### src/rtl/usb_out_sequencer_if.sv
// Packet-event and handshake bundle between the USB receiver/transmitter side
// and the bulk OUT sequencer.
interface usb_out_sequencer_if;
    logic       pckt_strobe;
    logic [2:0] pckt_rcvd;
    logic       addr_match;
    logic       crc_ok;
    logic [6:0] fifo_space;
    logic       toggle_clr;
    logic       tx_done;
    logic       rx_en;
    logic       send_ack;
    logic       send_nack;
    logic       commit;
    logic       discard;
    logic       exp_toggle;
    logic       timeout_err;

    modport master (
        output pckt_strobe, pckt_rcvd, addr_match, crc_ok, fifo_space, toggle_clr, tx_done,
        input  rx_en, send_ack, send_nack, commit, discard, exp_toggle, timeout_err
    );

    modport slave (
        input  pckt_strobe, pckt_rcvd, addr_match, crc_ok, fifo_space, toggle_clr, tx_done,
        output rx_en, send_ack, send_nack, commit, discard, exp_toggle, timeout_err
    );
endinterface

### src/rtl/usb_out_sequencer.sv
// Bulk OUT transaction sequencer: pairs OUT tokens with DATA packets, tracks the
// DATA0/DATA1 toggle, decides commit/discard and requests the ACK/NAK handshake.
module usb_out_sequencer #(
    parameter int unsigned MAX_PKT = 64,
    parameter int unsigned TIMEOUT = 1000
) (
    input logic                clk,
    input logic                rst,
    usb_out_sequencer_if.slave bus
);
    localparam int unsigned   TW        = (TIMEOUT > 1) ? $clog2(TIMEOUT) : 1;
    localparam logic [TW-1:0] T_LAST    = TW'(TIMEOUT - 1);
    localparam logic [6:0]    SPACE_MIN = 7'(MAX_PKT);
    localparam logic [2:0]    PID_OUT   = 3'd1;
    localparam logic [2:0]    PID_DATA0 = 3'd3;
    localparam logic [2:0]    PID_DATA1 = 3'd4;

    typedef enum logic [1:0] {IDLE, WAIT_DATA, HS, WAIT_TX} state_t;

    state_t        state, state_nxt;
    logic [TW-1:0] timer;
    logic          space_ok;
    logic          ack_q, ack_nxt;
    logic          tog;
    logic          commit_q, discard_q, ack_out, nack_out;
    logic          commit_nxt, discard_nxt, flip, latch_out, tmo;
    logic          is_data, pid_bit;

    assign is_data = (bus.pckt_rcvd == PID_DATA0) || (bus.pckt_rcvd == PID_DATA1);
    assign pid_bit = (bus.pckt_rcvd == PID_DATA1);

    always_comb begin
        state_nxt   = state;
        ack_nxt     = ack_q;
        commit_nxt  = 1'b0;
        discard_nxt = 1'b0;
        flip        = 1'b0;
        latch_out   = 1'b0;
        tmo         = 1'b0;
        unique case (state)
            IDLE: begin
                if (bus.pckt_strobe && bus.pckt_rcvd == PID_OUT && bus.crc_ok && bus.addr_match) begin
                    latch_out = 1'b1;
                    state_nxt = WAIT_DATA;
                end
            end
            WAIT_DATA: begin
                // A strobe in the final timer cycle takes precedence over the timeout.
                if (bus.pckt_strobe) begin
                    if (!is_data || !bus.crc_ok) begin
                        discard_nxt = 1'b1;
                        state_nxt   = IDLE;
                    end else if (pid_bit != tog) begin
                        discard_nxt = 1'b1;
                        ack_nxt     = 1'b1;
                        state_nxt   = HS;
                    end else if (space_ok) begin
                        commit_nxt  = 1'b1;
                        ack_nxt     = 1'b1;
                        flip        = 1'b1;
                        state_nxt   = HS;
                    end else begin
                        discard_nxt = 1'b1;
                        ack_nxt     = 1'b0;
                        state_nxt   = HS;
                    end
                end else if (timer == T_LAST) begin
                    tmo       = 1'b1;
                    state_nxt = IDLE;
                end
            end
            HS: state_nxt = WAIT_TX;
            WAIT_TX: begin
                if (bus.tx_done) state_nxt = IDLE;
            end
            default: state_nxt = IDLE;
        endcase
    end

    always_ff @(posedge clk) begin
        if (rst) begin
            state     <= IDLE;
            timer     <= '0;
            space_ok  <= 1'b0;
            ack_q     <= 1'b0;
            tog       <= 1'b0;
            commit_q  <= 1'b0;
            discard_q <= 1'b0;
            ack_out   <= 1'b0;
            nack_out  <= 1'b0;
        end else begin
            state     <= state_nxt;
            ack_q     <= ack_nxt;
            commit_q  <= commit_nxt;
            discard_q <= discard_nxt;
            ack_out   <= (state == HS) && ack_q;
            nack_out  <= (state == HS) && !ack_q;
            if (latch_out) space_ok <= (bus.fifo_space >= SPACE_MIN);
            // Saturating timer, held at zero outside the data wait.
            if (state == WAIT_DATA) begin
                if (timer != T_LAST) timer <= timer + 1'b1;
            end else begin
                timer <= '0;
            end
            if (bus.toggle_clr) tog <= 1'b0;
            else if (flip)      tog <= ~tog;
        end
    end

    assign bus.rx_en       = (state == IDLE) || (state == WAIT_DATA);
    assign bus.send_ack    = ack_out;
    assign bus.send_nack   = nack_out;
    assign bus.commit      = commit_q;
    assign bus.discard     = discard_q;
    assign bus.exp_toggle  = tog;
    assign bus.timeout_err = tmo;
endmodule

### src/flat_wrapper.sv
// flat-port wrapper written by rule: the top's interface ports become plain ports
module usb_out_sequencer_flat 
#(
    parameter int unsigned MAX_PKT = 64,
    parameter int unsigned TIMEOUT = 1000
)
  (clk, rst, bus_pckt_strobe, bus_pckt_rcvd, bus_addr_match, bus_crc_ok, bus_fifo_space, bus_toggle_clr, bus_tx_done, bus_rx_en, bus_send_ack, bus_send_nack, bus_commit, bus_discard, bus_exp_toggle, bus_timeout_err);
  usb_out_sequencer_if bus_i ();
  input logic clk;
  input logic rst;
  input wire logic [$bits(bus_i.pckt_strobe)-1:0] bus_pckt_strobe;
  input wire logic [$bits(bus_i.pckt_rcvd)-1:0] bus_pckt_rcvd;
  input wire logic [$bits(bus_i.addr_match)-1:0] bus_addr_match;
  input wire logic [$bits(bus_i.crc_ok)-1:0] bus_crc_ok;
  input wire logic [$bits(bus_i.fifo_space)-1:0] bus_fifo_space;
  input wire logic [$bits(bus_i.toggle_clr)-1:0] bus_toggle_clr;
  input wire logic [$bits(bus_i.tx_done)-1:0] bus_tx_done;
  output wire logic [$bits(bus_i.rx_en)-1:0] bus_rx_en;
  output wire logic [$bits(bus_i.send_ack)-1:0] bus_send_ack;
  output wire logic [$bits(bus_i.send_nack)-1:0] bus_send_nack;
  output wire logic [$bits(bus_i.commit)-1:0] bus_commit;
  output wire logic [$bits(bus_i.discard)-1:0] bus_discard;
  output wire logic [$bits(bus_i.exp_toggle)-1:0] bus_exp_toggle;
  output wire logic [$bits(bus_i.timeout_err)-1:0] bus_timeout_err;
  assign bus_i.pckt_strobe = bus_pckt_strobe;
  assign bus_i.pckt_rcvd = bus_pckt_rcvd;
  assign bus_i.addr_match = bus_addr_match;
  assign bus_i.crc_ok = bus_crc_ok;
  assign bus_i.fifo_space = bus_fifo_space;
  assign bus_i.toggle_clr = bus_toggle_clr;
  assign bus_i.tx_done = bus_tx_done;
  assign bus_rx_en = bus_i.rx_en;
  assign bus_send_ack = bus_i.send_ack;
  assign bus_send_nack = bus_i.send_nack;
  assign bus_commit = bus_i.commit;
  assign bus_discard = bus_i.discard;
  assign bus_exp_toggle = bus_i.exp_toggle;
  assign bus_timeout_err = bus_i.timeout_err;
  usb_out_sequencer #(.MAX_PKT(MAX_PKT), .TIMEOUT(TIMEOUT)) u_core (.clk(clk), .rst(rst), .bus(bus_i));
endmodule
### config.mk
export PLATFORM = sky130hd
export DESIGN_NAME = usb_out_sequencer_flat
export DESIGN_NICKNAME = d
export VERILOG_FILES = /design/src/rtl/usb_out_sequencer_if.sv /design/src/rtl/usb_out_sequencer.sv /design/src/flat_wrapper.sv
export SDC_FILE = /design/constraint.sdc
export NUM_CORES = 1
export LEC_CHECK = 0
export CAP_MARGIN = 15
export CORE_MARGIN = 2
export CORE_UTILIZATION = 41
export DETAILED_ROUTE_END_ITERATION = 12
export MAX_ROUTING_LAYER = met4
export PLACE_DENSITY_LB_ADDON = 0.3
export SLEW_MARGIN = 20
export SYNTH_ARGS = -nofsm -noshare
export SYNTH_HDL_FRONTEND = slang
export SYNTH_SLANG_ARGS = --single-unit
export TNS_END_PERCENT = 20
### constraint.sdc
create_clock -name clk -period 1.55 [get_ports clk]
set_clock_uncertainty 0.1 [all_clocks]
set_input_delay 0.155 -clock clk [delete_from_list [all_inputs] [get_ports clk]]
set_output_delay 0.155 -clock clk [all_outputs]
set_load 0.01 [all_outputs]
==> summary.txt, run 1 <==
Run status
  – Status: finished with violations
  – Failing checks: setup timing

STA
  – Period utilization: 1.09
  – Slew @ Worst Pin: 0.317 ns
  – Final setup viols: 1
  – RSZ-0062 raised after global routing: true
  – Final setup margin: -0.143 ns
  – Period minus WS final: 1.69 ns
  – Max Transition Viols Final: 0
  – Max-slew headroom: 0.787
  – Max Clk Rate: 0.591 GHz
  – Final hold violations: 0

Synthesis
  – Post-synth top cells: 19 x dfxtp_1, 13 x nor2_1, 5 x nand3_1
  – Mean Syn Cell Area: 9.03 um2
  – Top cells by area, synth: dfxtp_1 43%, nor2_1 5.6%, xnor2_1 4.0%, xor2_1 3.0%, nand3_1 2.9%
  – Post-synth top area share: 0.434
  – Sequential-to-total area share from yosys stat: 0.434
  – Post-synth top area cell: dfxtp_1
  – Syn Inst Count: 97
  – Seq cells post-synth: 19
  – Most instantiated library cell after synthesis: dfxtp_1
  – YS warnings: 0
  – Post-synth EDFFs: 0
  – Async SR Flop Fraction: 0
  – Main synth FF type: dfxtp_1
  – Post-synth cell types: 37
  – Syn nets: 115
  – Synthesized area: 876 um2

Place
  – HPWL after detailed placement: 1.52 mm
  – Port Buf Inserts: 17
  – Routability Congestion: 0.819
  – Worst slack at placement: -0.375 ns

Layout
  – Fill count: 166
  – Final core utilization: 0.641
  – Antenna Cells: 0
  – FF/Latch Area: 384 um2
  – Area growth syn-to-layout: 45.0%
  – Nets@finish: 154
  – Multi-input gate area: 497 um2
  – Layout cells sized above 1: 0.237

Pwr
  – Logic pwr share: 0.080
  – Clock share of power: 0.310
  – Switching Share: 0.214
  – IR drop worst, VDD: 0.000599 V
  – Int Pwr: 631 uW
  – Sw Pwr: 172 uW
  – Leakage: 0.488 nW
  – Pwr Total: 803 uW
  – Sequential power share: 0.610
  – PwrDens: 632 mW/mm2

Flow run
  – Number of max-cap violations: 0

Clock tree
  – Hold Buf Count CTS: 0
  – Worst skew pair latency: 0.30 ns
  – CTS Root Cell: clkbuf_4
  – Worst-path clk slew: 0.11 ns
  – Clock Tree Buf Depth: 2
  – Setup Buffers After CTS: 0
  – Htree depth: 1
  – CTS tree: yes
  – CTS Buf Count: 3
  – Clk sink count: 19

Critical path
  – Worst R2R Setup Slack: 0.11 ns
  – Arr. time, crit path: 1.44 ns
  – Kind of critical path: flop to output port
  – Critical path data required time: 1.29 ns
  – Crit path max fanout: 2
  – Worst setup SP type: flop
  – Critical Path End Type: output port

Routing
  – Final wirelength: 1.89 mm
  – Vias: 836
  – Avg WL per Cell: 11.7 um
  – Iter 0 DRT Violations: 6
  – DRT antenna net count: 0
  – Pre-antenna DRT Iters: 4
  – Remaining DRCs: 0
  – Drt via density: 5.16

Die
  – Die Wd: 50.2 um
  – Core area: 0.00198 mm2
  – Die Height: 50.2 um
  – Full die area: 0.00252 mm2
  – Initial Util: 0.442
  – # IOs: 24
  – Site row count: 16

Global route
  – Initial antenna violation count: 0
  – Largest net degree at the start of global routing: 11
  – Number of global-route vias before repair: 830
  – All-Layer GR Usage: 0.179
  – Remaining global-route overflow: 0
  – First-pass GRT wire length: 3.36 mm

Worst hold path
  – Worst min path class: input port to flop
==> final timing paths <==
check / start / end / cells after the start
setup / recovery: u_core.timer[0]$_SDFFE_PP0P_ / bus_timeout_err / 5
hold / removal: bus_toggle_clr / u_core.bus.exp_toggle$_SDFFE_PP0P_ / 2
setup reg to reg: u_core.timer[0]$_SDFFE_PP0P_ / u_core.state[0]$_SDFFE_PP0P_ / 6
hold reg to reg: u_core.ack_q$_SDFFE_PP0P_ / u_core.bus.send_nack$_SDFF_PP0_ / 1
==> cell type report <==
cell class	instances	area share
Timing Repair Buffer	37	0.247
Clock buffer	4	0.0207
Inverter	4	0.0118
Sequential cell	19	0.302
Multi-Input combinational cell	71	0.391
Tap cell	27	0.0266
==> state kept, by name, summed over array words and instances, names as in the netlist, named ones only <==
register / flops
u_core.bus.exp_toggle: 1
u_core.bus.send_ack: 1
u_core.bus.commit: 1
u_core.state: 1
u_core.ack_q: 1
u_core.bus.send_nack: 1
u_core.bus.discard: 1
u_core.timer: 10
u_core.space_ok: 1
==> per-layer routing <==
metal / GRT usage / vias up / part of all wire
met3: 0.0357 / 4 / 0.037
met1: 0.187 / 388 / 0.44
li1: - / 426 / -
met4: 0.0694 / 0 / 0.015
met2: 0.329 / 18 / 0.51
met5: - / - / 0
==> critical path, cell delays in order, from the launching register on <==
cell and delay [ns]:
dfxtp_2 0.37, ha_4 0.13, nor4bb_4 0.18, nand4_1 0.16, nor3_2 0.14, buf_2 0.15
==> logic make-up (layout without fill, tap and decap cells) <==
logic type | Yosys count | count (layout) | synth area share
XOR/XNOR | 7 | 7 | 0.0700
flip-flops | 19 | 19 | 0.434
AND/OR/NAND/NOR | 45 | 45 | 0.293
adder cells (fa/ha/maj) | 1 | 1 | 0.0143
AO/OA/AOI/OAI | 15 | 15 | 0.117
multiplexers | 3 | 3 | 0.0357
buffers and inverters | 7 | 45 | 0.0357
==> cells in the final DEF (no fill, tap or decap), drive strengths merged, types with 3 or more instances in the layout <==
cell type | Yosys | layout
inv | 4 | 4
nor2 | 13 | 13
nor3 | 3 | 3
xnor2 | 4 | 4
clkbuf | 1 | 4
dfxtp | 19 | 19
clkdlybuf4s50 | 0 | 15
o21ai | 3 | 3
xor2 | 3 | 3
nand3 | 5 | 5
and3 | 3 | 3
buf | 2 | 21
a21oi | 3 | 3
nand2 | 4 | 4
==> stage by stage <==
step	TNS, ns	hold slack [ns]	std cells	instance area, um2
final	-0.143	0.288	162	1270
after global routing	-0.264	0.295	162	1270
after CTS	-0.191	0.281	162	1270
after detailed placement	-1.11	0.349	158	1220
after global placement	-0.864	0.343	158	1220
after floorplan	0	0.132	97	886
==> power groups by stage <==
stage	Sequential [mW]	Combinational [mW]	Clock [mW]
2_1_floorplan	0.501	0.0168	0
3_3_place_gp	0.501	0.0622	0
3_5_place_dp	0.501	0.0642	0
4_1_cts	0.490	0.0644	0.264
5_1_grt	0.490	0.0696	0.277
6_report	0.490	0.0641	0.249
==> repair_timing <==
item                                    CTS  global route
pin swaps                                 3             1
endpoints found under the setup margin    3             2
gates resized for setup                   9             0
endpoints found under the hold margin     0             0
Note: power is estimated with default switching activity, not from simulation.
==> run 2, diff against run 1 <==
--- a/config.mk
+++ b/config.mk
@@ -11,7 +11,7 @@
 export DETAILED_ROUTE_END_ITERATION = 12
 export MAX_ROUTING_LAYER = met4
 export PLACE_DENSITY_LB_ADDON = 0.3
-export SLEW_MARGIN = 20
+export SLEW_MARGIN = 40
 export SYNTH_ARGS = -nofsm -noshare
 export SYNTH_HDL_FRONTEND = slang
 export SYNTH_SLANG_ARGS = --single-unit
==> results of run 2 <==
No change in the layout: final DEF, timing and power equal those of run 1.
